File: src/rtl/spi_command_sequencer_pkg.sv
// Shared types and default constants for the SPI command sequencer.
// The command record width follows the existing SPI package-width constant.
package spi_command_sequencer_pkg;

  localparam int SPI_PACKAGE_SIZE   = 8;
  localparam int GAP_CYCLES_DEF     = 3;
  localparam int TIMEOUT_CYCLES_DEF = 1024;

  typedef enum logic [2:0] {
    ST_IDLE,
    ST_LAUNCH,
    ST_WAIT_BUSY,
    ST_WAIT_DONE,
    ST_GAP
  } seq_state_e;

  typedef struct packed {
    logic                        rw;
    logic [SPI_PACKAGE_SIZE-2:0] addr;
    logic [SPI_PACKAGE_SIZE-1:0] data;
  } spi_cmd_t;

endpackage

File: src/rtl/spi_cmd_fifo.sv
// Synchronous command FIFO; pushes while full and pops while empty are ignored.
module spi_cmd_fifo
  import spi_command_sequencer_pkg::*;
#(
  parameter int DEPTH = 8
) (
  input  logic     clk,
  input  logic     rst,
  input  logic     push,
  input  spi_cmd_t push_cmd,
  input  logic     pop,
  output spi_cmd_t head,
  output logic     full,
  output logic     empty
);
  localparam int AW = $clog2(DEPTH);

  spi_cmd_t    mem [DEPTH];
  logic [AW:0] wr_ptr, rd_ptr;
  logic        do_push, do_pop;

  assign do_push = push && !full;
  assign do_pop  = pop && !empty;

  // Extra pointer MSB distinguishes full from empty when the indices match.
  assign empty = (wr_ptr == rd_ptr);
  assign full  = (wr_ptr[AW] != rd_ptr[AW]) && (wr_ptr[AW-1:0] == rd_ptr[AW-1:0]);
  assign head  = mem[rd_ptr[AW-1:0]];

  always_ff @(posedge clk or posedge rst) begin
    if (rst) begin
      wr_ptr <= '0;
      rd_ptr <= '0;
    end else begin
      if (do_push) wr_ptr <= wr_ptr + 1'b1;
      if (do_pop)  rd_ptr <= rd_ptr + 1'b1;
    end
  end

  always_ff @(posedge clk) begin
    if (do_push) mem[wr_ptr[AW-1:0]] <= push_cmd;
  end

endmodule

File: src/rtl/spi_command_sequencer.sv
// Buffers register commands and issues them to the spi driver one at a time.
// Optional watchdog on the wait states: define SPI_SEQ_TIMEOUT_EN.
module spi_command_sequencer
  import spi_command_sequencer_pkg::*;
#(
  parameter int PACKAGE_SIZE   = SPI_PACKAGE_SIZE,
  parameter int FIFO_DEPTH     = 8,
  parameter int GAP_CYCLES     = GAP_CYCLES_DEF,
  parameter int TIMEOUT_CYCLES = TIMEOUT_CYCLES_DEF
) (
  input  logic                    clk,
  input  logic                    rst,
  input  logic                    cmd_valid,
  output logic                    cmd_ready,
  input  logic                    cmd_rw,
  input  logic [PACKAGE_SIZE-2:0] cmd_addr,
  input  logic [PACKAGE_SIZE-1:0] cmd_data,
  output logic                    rsp_valid,
  input  logic                    rsp_ready,
  output logic [PACKAGE_SIZE-1:0] rsp_data,
  output logic                    rsp_err,
  output logic                    spi_rw_op,
  output logic [PACKAGE_SIZE-2:0] spi_addr,
  output logic [PACKAGE_SIZE-1:0] spi_data,
  output logic                    spi_send,
  input  logic                    spi_busy,
  input  logic                    spi_data_ready,
  input  logic [PACKAGE_SIZE-1:0] spi_data_out,
  output logic                    idle,
  output logic                    err_timeout,
  input  logic                    err_clear
);
  localparam int            GW       = $clog2(GAP_CYCLES + 1);
  localparam logic [GW-1:0] GAP_LAST = GW'(GAP_CYCLES - 1);

  seq_state_e              state_q, state_d;
  spi_cmd_t                push_cmd, head;
  logic                    full, empty, pop, launch_ok, timeout;
  logic                    got_dr;
  logic [GW-1:0]           gap_cnt;
  logic                    rsp_set, rsp_set_err;
  logic [PACKAGE_SIZE-1:0] rsp_set_data;

  assign push_cmd = {cmd_rw, cmd_addr, cmd_data};

  spi_cmd_fifo #(.DEPTH(FIFO_DEPTH)) u_fifo (
    .clk      (clk),
    .rst      (rst),
    .push     (cmd_valid),
    .push_cmd (push_cmd),
    .pop      (pop),
    .head     (head),
    .full     (full),
    .empty    (empty)
  );

  assign cmd_ready = !full;
  // Reads block at the head while a response is pending; writes never do.
  assign launch_ok = !empty && (!head.rw || !rsp_valid);
  assign spi_send  = (state_q == ST_LAUNCH);
  assign idle      = empty && (state_q == ST_IDLE) && !rsp_valid;

  always_comb begin
    state_d      = state_q;
    pop          = 1'b0;
    rsp_set      = 1'b0;
    rsp_set_err  = 1'b0;
    rsp_set_data = '0;
    case (state_q)
      ST_IDLE: begin
        if (launch_ok) begin
          pop     = 1'b1;
          state_d = ST_LAUNCH;
        end
      end
      ST_LAUNCH: state_d = ST_WAIT_BUSY;
      ST_WAIT_BUSY: begin
        if (spi_busy) begin
          state_d = ST_WAIT_DONE;
        end else if (timeout) begin
          state_d     = ST_GAP;
          rsp_set     = spi_rw_op;
          rsp_set_err = 1'b1;
        end
      end
      ST_WAIT_DONE: begin
        if (spi_rw_op && !got_dr && spi_data_ready) begin
          rsp_set      = 1'b1;
          rsp_set_data = spi_data_out;
        end
        if (!spi_busy) begin
          state_d = ST_GAP;
          if (spi_rw_op && !got_dr && !spi_data_ready) begin
            rsp_set      = 1'b1;
            rsp_set_err  = 1'b1;
            rsp_set_data = spi_data_out;
          end
        end else if (timeout) begin
          state_d = ST_GAP;
          if (spi_rw_op && !got_dr && !spi_data_ready) begin
            rsp_set     = 1'b1;
            rsp_set_err = 1'b1;
          end
        end
      end
      ST_GAP: begin
        // The last gap cycle doubles as the IDLE decision so the next send
        // lands exactly GAP_CYCLES+1 cycles after busy was seen low.
        if (gap_cnt == GAP_LAST) begin
          if (launch_ok) begin
            pop     = 1'b1;
            state_d = ST_LAUNCH;
          end else begin
            state_d = ST_IDLE;
          end
        end
      end
      default: state_d = ST_IDLE;
    endcase
  end

  always_ff @(posedge clk or posedge rst) begin
    if (rst) begin
      state_q   <= ST_IDLE;
      spi_rw_op <= 1'b0;
      spi_addr  <= '0;
      spi_data  <= '0;
      gap_cnt   <= '0;
      got_dr    <= 1'b0;
      rsp_valid <= 1'b0;
      rsp_data  <= '0;
      rsp_err   <= 1'b0;
    end else begin
      state_q <= state_d;
      if (pop) begin
        spi_rw_op <= head.rw;
        spi_addr  <= head.addr;
        spi_data  <= head.data;
      end
      gap_cnt <= (state_q == ST_GAP && state_d == ST_GAP) ? gap_cnt + 1'b1 : '0;
      if (state_q == ST_LAUNCH) got_dr <= 1'b0;
      else if (rsp_set)         got_dr <= 1'b1;
      if (rsp_set) begin
        rsp_valid <= 1'b1;
        rsp_data  <= rsp_set_data;
        rsp_err   <= rsp_set_err;
      end else if (rsp_valid && rsp_ready) begin
        rsp_valid <= 1'b0;
      end
    end
  end

`ifdef SPI_SEQ_TIMEOUT_EN
  localparam int TW = $clog2(TIMEOUT_CYCLES + 1);

  logic [TW-1:0] to_cnt;
  logic          waiting;

  assign waiting = (state_q == ST_WAIT_BUSY) || (state_q == ST_WAIT_DONE);
  assign timeout = waiting && (to_cnt == TW'(TIMEOUT_CYCLES - 1));

  // Counter restarts on every state change, so each wait state gets its own budget.
  always_ff @(posedge clk or posedge rst) begin
    if (rst) begin
      to_cnt      <= '0;
      err_timeout <= 1'b0;
    end else begin
      to_cnt <= (waiting && state_d == state_q) ? to_cnt + 1'b1 : '0;
      if (timeout)        err_timeout <= 1'b1;
      else if (err_clear) err_timeout <= 1'b0;
    end
  end
`else
  localparam int unused_timeout_cycles = TIMEOUT_CYCLES;
  logic unused_err_clear;

  assign unused_err_clear = err_clear;
  assign timeout          = 1'b0;
  assign err_timeout      = 1'b0;
`endif

endmodule
File: config.mk
export PLATFORM = sky130hd
export DESIGN_NAME = spi_command_sequencer
export DESIGN_NICKNAME = d
export VERILOG_FILES = /design/src/rtl/spi_command_sequencer_pkg.sv /design/src/rtl/spi_cmd_fifo.sv /design/src/rtl/spi_command_sequencer.sv
export SDC_FILE = /design/constraint.sdc
export NUM_CORES = 1
export LEC_CHECK = 0
export CAP_MARGIN = 20
export CELL_PAD_IN_SITES_DETAIL_PLACEMENT = 2
export CELL_PAD_IN_SITES_GLOBAL_PLACEMENT = 2
export CORE_MARGIN = 2
export CORE_UTILIZATION = 46
export CTS_BUF_LIST = sky130_fd_sc_hd__clkbuf_8
export CTS_CLUSTER_SIZE = 16
export DETAILED_ROUTE_END_ITERATION = 12
export PLACE_DENSITY_LB_ADDON = 0.1
export SYNTH_ARGS = -nofsm -noshare
export SYNTH_HDL_FRONTEND = slang
export SYNTH_SLANG_ARGS = --single-unit
export TNS_END_PERCENT = 10
File: constraint.sdc
create_clock -name clk -period 3 [get_ports clk]
set_input_delay 0.3 -clock clk [delete_from_list [all_inputs] [get_ports clk]]
set_output_delay 0.3 -clock clk [all_outputs]
set_load 0.02 [all_outputs]
* Word level (Yosys, flattened, before mapping)
Memories as Yosys holds them, arrays and structs flattened.
Index checks and enable logic that the tools add are counted.
** Word-level totals
- Flip-flop bits (word level) :: 40
- Bits in writable memories :: 128
- Input port bits :: 31
- Output and inout port bits :: 30
- Memories :: 1
** Operators by class
- Add/sub/neg operators :: 3
- Equality and inequality tests :: 9
- Mux-type cells :: 27
- Reduce and logical (&&, ||, !) cells :: 21
** Memories
- u_fifo.mem :: depth 8, bits a word 16, read ports 1, clocked after Yosys merged registers in 0, wr ports 1, line spi_cmd_fifo.sv:18 : spi_cmd_t mem [DEPTH];
** Operators by type and width (count)
- two-way mux 8 bit :: 4
- two-way mux 1 bit :: 16
- case mux 3 bit (5 select lines) :: 1
- two-way mux 3 bit :: 4
- logical AND 1 bit :: 11
- adder 4 x 1 -> 4 bit (second input constant) :: 2
- == test 3 x 2 -> 1 bit (second input constant) :: 2
- == test 3 bit (second input constant) :: 2
- logical NOT 1 bit :: 6
- == test 4 bit :: 1
- nonzero test 2 bit :: 2
- == test 3 x 1 -> 1 bit (second input constant) :: 1
- == test 3 bit :: 1
- logical NOT 3 bit :: 1
- adder 2 x 1 -> 2 bit (second input constant) :: 1
- == test 2 bit (second input constant) :: 1
- two-way mux 2 bit :: 1
- case mux 1 bit (2 select lines) :: 1
- logical OR 1 bit :: 1
- inequality test 1 bit :: 1

* Logic depth before layout (Yosys ltp)
An unclocked memory read counts as a cell.
- Depth in word-level cells :: 10
- Gate-level depth with buffers :: 9
- Depth with buffers taken out :: 7

* Cells and area by module
Synthesis repeated with hierarchy kept, for this count alone.
** Second synthesis, totals
- Cells, all modules :: 335
- Area, all modules :: 6890.4 um2
** Modules (own cells, without submodules)
- spi_cmd_fifo :: times used 1, cells each 245, area each 5564.1 um2
- spi_command_sequencer :: times used 1, cells each 90, area each 1326.3 um2

* Least setup slack after synthesis
OpenSTA, ideal clock, no wires.
- Path kind :: reg2reg
- From :: register u_fifo.wr_ptr[0]
- To :: memory u_fifo.mem[0][0] in the netlist's numbering (enable)
- Setup time :: 409 ps
- Data arrival time :: 2536 ps
- Path slack :: 55 ps
- Stages on the path, launching flop included :: 7
- Clock period less this slack :: 2945 ps
- Cells stage by stage :: dfrtp_1 -> clkbuf_2 -> xnor2_1 -> nand4_1 -> nand2_1 -> or2_2 -> nor3_1
** Between the ends
- Longest elaborated chain between the ends :: 6
** RTL lines
- from (decl) :: line spi_cmd_fifo.sv:19 : logic [AW:0] wr_ptr, rd_ptr;
- from (signal assigned) :: line spi_cmd_fifo.sv:35 : if (do_push) wr_ptr <= wr_ptr + 1'b1;
- == test 3 bit :: line spi_cmd_fifo.sv:27 : assign full = (wr_ptr[AW] != rd_ptr[AW]) && (wr_ptr[AW-1:0] == rd_ptr[AW-1:0]);
- logical AND 1 bit :: line spi_cmd_fifo.sv:27
- logical NOT 1 bit
- via cmd_ready :: line spi_command_sequencer.sv:14 : output logic cmd_ready,
- logical AND 1 bit :: line spi_cmd_fifo.sv:22 : assign do_push = push && !full;
- two-way mux 1 bit :: line spi_cmd_fifo.sv:41 : if (do_push) mem[wr_ptr[AW-1:0]] <= push_cmd;
- two-way mux 1 bit (implied by the code) :: line spi_cmd_fifo.sv:41
- to (decl) :: line spi_cmd_fifo.sv:18
The timed path passes the listed nets, and every way through them passes these cells.

* Worst setup path in the final report
- From :: register u_fifo.rd_ptr[2]
- To :: output port idle
** Between the ends
- Longest elaborated chain between the ends :: 3
** RTL lines
- from (decl) :: line spi_cmd_fifo.sv:19
- from (signal assigned) :: line spi_cmd_fifo.sv:36 : if (do_pop) rd_ptr <= rd_ptr + 1'b1;
- == test 4 bit :: line spi_cmd_fifo.sv:26 : assign empty = (wr_ptr == rd_ptr);
- logical AND 1 bit (2 in a row) :: line spi_command_sequencer.sv:61 : assign idle = empty && (state_q == ST_IDLE) && !rsp_valid;
- to (decl) :: line spi_command_sequencer.sv:29 : output logic idle,
No other way between the ends.

==> impl_metrics.yaml <==
run_status:
  outcome: "finished clean"
clock_tree:
  post_cts_buffers: 0
  ctsHoldBuffers: 0
  cts_buffers: 17
  clkLatencyLatePin_ps: 460
  cts_root_buffer: "clkbuf_8"
  tritoncts: "done"
  cts_resized: 0
  clkTransAtPathRegs_ps: 90
  clkSinkCount: 168
  cts_buffer_depth: 2
  htree_levels: 4
layout:
  fillerInstances: 1145
  layout-drive-gt1-share_pct: 24.22
  nets: 438
  area_growth_pct: 17.67
  design_area_sq_um: 7766
  fin_util_pct: 55.73
  num_antenna_cells: 0
drt:
  viasPerCell: 5.412
  final_antenna_net_count: 0
  wire_per_inst_um: 23.55
  drc: 0
  detail_route.first_pass.iterations: 4
  vias: 3231
  wirelength_mm: 14.06
  drtIter0Drc: 127
sta:
  finClkSkew_ps: 11.61
  fin_crit_ps: 2785
  finalWorstSetupSlack_ps: 215.0
  fin_crit_sh_pct: 92.83
  rsz0062_at_grt: "false"
  max_slew_margin_pct: 58.68
  worst_slew_pin_slew_ps: 619.9
  fmaxAchievable_mhz: 359.1
  drv_slew: 0
  fin_tns_setup_ps: 0
  finalHoldViolCount: 0
  hold_ws_ps: 175.1
  setup_viol: 0
pwr:
  peakVddDrop_v: 0.0004970
  leakage_nw: 2.715
  share_comb_of_total_power_pct: 36.7
  switchingPower_mw: 2.447
  power_frac_seq_pct: 44.7
  p_per_area_nw_per_um2: 973.0
  swShare_pct: 32.38
  p_int_mw: 5.109
  clkPwrFrac_pct: 18.5
setup_path:
  worstSetupPathType: "reg2out"
  startpoint_type: "flop"
  cp-end-kind: "output pin"
  reg2reg_depth: 6
  crit_buf_inv: 1
  path_max_fanout: 12
  critical_path.max_stage_delay_ps: 740
  critPathArrivalTime_ps: 2490
  cp.depth: 4
  path_cells: "xnor2_1, nand4b_1, nor4b_1, clkdlybuf4s50_1"
  crit_slowest_cell: "dfrtp_1"
  path_delay_family: "flip-flops"
  crit_required_ps: 2700
yosys:
  yosys_warnings: 0
  async_flop_share_pct: 23.81
  ys_types: 38
  synth_top_area_cell: "edfxtp_1"
  seq_area_frac_synth_pct: 73.40
  yosys_most_used_dff: "edfxtp_1"
  syn_inst: 327
  synth_edf_count: 128
  syn_area_sq_um: 6600
  synth.most_common_cell: "edfxtp_1"
  syn-num-nets: 361
  ys_ff_latch: 168
  ys_top_cells_by_count: "128 x edfxtp_1, 40 x dfrtp_1, 39 x mux2_2"
  avgSynthCellArea_sq_um: 20.18
  synth_area_leaders: "edfxtp_1 58%, dfrtp_1 15%, mux2_2 6.7%"
  yosysTopAreaCellShare_pct: 58.24
placed_design:
  dpl_cell_area_sq_um: 7438
  hpwl_mm: 8.419
  place_congestion: 0.6998
  place_ws_ps: 533.8
  port_buffers: 58
floorplan:
  dieArea_sq_um: 15320
  core-area_sq_um: 13930
  fp.dieW_um: 123.8
  rows: 43
  die_h_um: 123.8
  io-pin-count: 61
  start_util_pct: 47.36
global_routing:
  track_usage_pct: 20.25
  grt_start_max_net_pins: 38
  grt_pass1_vias: 3546
  grt_pass1_wl_mm: 21.47
  overflow: 0
  grt_antenna_before_repair: 0
run:
  maxCapViolCount: 0
worst_hold_path:
  hp-class: "in2async"
power by group through the flow:
stage | Clock, mW | Combinational [mW] | Sequential, mW
global route | 1.52 | 3.01 | 3.44
CTS | 1.44 | 2.84 | 3.39
floorplan | 0 | 1.73 | 3.51
detailed placement | 0 | 2.81 | 3.43
global placement | 0 | 2.73 | 3.37
finish | 1.40 | 2.77 | 3.38
through the flow:
step / cells / power, mW
final: 597 / 7.556
after global routing: 597 / 7.968
after CTS: 597 / 7.677
after detailed placement: 565 / 6.244
after global placement: 565 / 6.100
after floorplan: 327 / 5.238
cells in the final DEF, fill, tap and decap left out, types with 2 or more instances in the layout:
master,synthesis,final
xnor2_1,8,8
o21ai_0,2,2
inv_1,4,4
mux4_2,17,17
nand2b_1,3,3
xor2_1,2,2
clkbuf_8,0,17
nor2_1,10,10
nand3b_1,3,3
nand3_1,7,7
clkinvlp_4,0,2
clkinv_2,0,3
a21oi_1,3,3
nor2b_1,3,3
dfrtp_1,40,39
nor3_2,0,2
buf_4,1,14
nand2_1,5,5
nand4_1,2,2
mux2_2,39,39
clkdlybuf4s50_1,0,58
edfxtp_1,128,128
ha_1,3,3
mux2i_1,4,4
clkinv_1,0,8
mux4_1,13,13
state kept, by name, summed over array words and instances (netlist names):
| name | cells |
|---|---|
| spi_data | 8 |
| rsp_data | 8 |
| rsp_valid | 1 |
| u_fifo.mem | 128 |
| u_fifo.rd_ptr | 4 |
| spi_addr | 7 |
| rsp_err | 1 |
| got_dr | 1 |
| state_q | 3 |
| gap_cnt | 2 |
| spi_rw_op | 1 |
| u_fifo.wr_ptr | 4 |
path summary, 6_finish.rpt:
path / startpoint / to / slack, ps
worst max register to register: u_fifo.rd_ptr[2] / spi_addr[4] / 480
worst min register to register: gap_cnt[0] / gap_cnt[0] / 430
max in group asynchronous: rst / u_fifo.wr_ptr[3] / 2110
worst max-delay path: u_fifo.rd_ptr[2] / idle / 210
worst min-delay path: rst / spi_addr[3] / 180
min in group clk: gap_cnt[0] / gap_cnt[0] / 430
cells by family after synthesis:
kind of cell / after synthesis / share of synthesized area (%)
AO/OA/AOI/OAI: 8 / 0.7015
XOR/XNOR: 10 / 1.327
adder cells (fa/ha/maj): 3 / 0.5688
buffers and inverters: 19 / 1.801
flip-flops: 168 / 73.40
multiplexers: 74 / 18.41
other: 1 / 0.05682
AND/OR/NAND/NOR: 44 / 3.735
layout make-up:
| cell class | count | area, sq um | area share (%) |
|---|---|---|---|
| sequential | 168 | 4846 | 62.40 |
| multi-input combinational | 140 | 1647 | 21.20 |
| timing repair buffer | 73 | 705.7 | 9.087 |
| tap | 180 | 225.2 | 2.900 |
| clock buffer | 17 | 234.0 | 3.013 |
| clock inverter | 15 | 93.84 | 1.208 |
| inverter | 4 | 15.01 | 0.1933 |
per-layer routing:
metal | vias up | part of all wire, % | global-route usage [%]
met5 | - | 0 | 0
met4 | 0 | 1.5 | 7.031
met3 | 18 | 3.3 | 3.846
met2 | 68 | 51 | 34.55
met1 | 1698 | 44 | 26.15
li1 | 1447 | - | -
No activity file was read; power rests on OpenSTA's default activity.
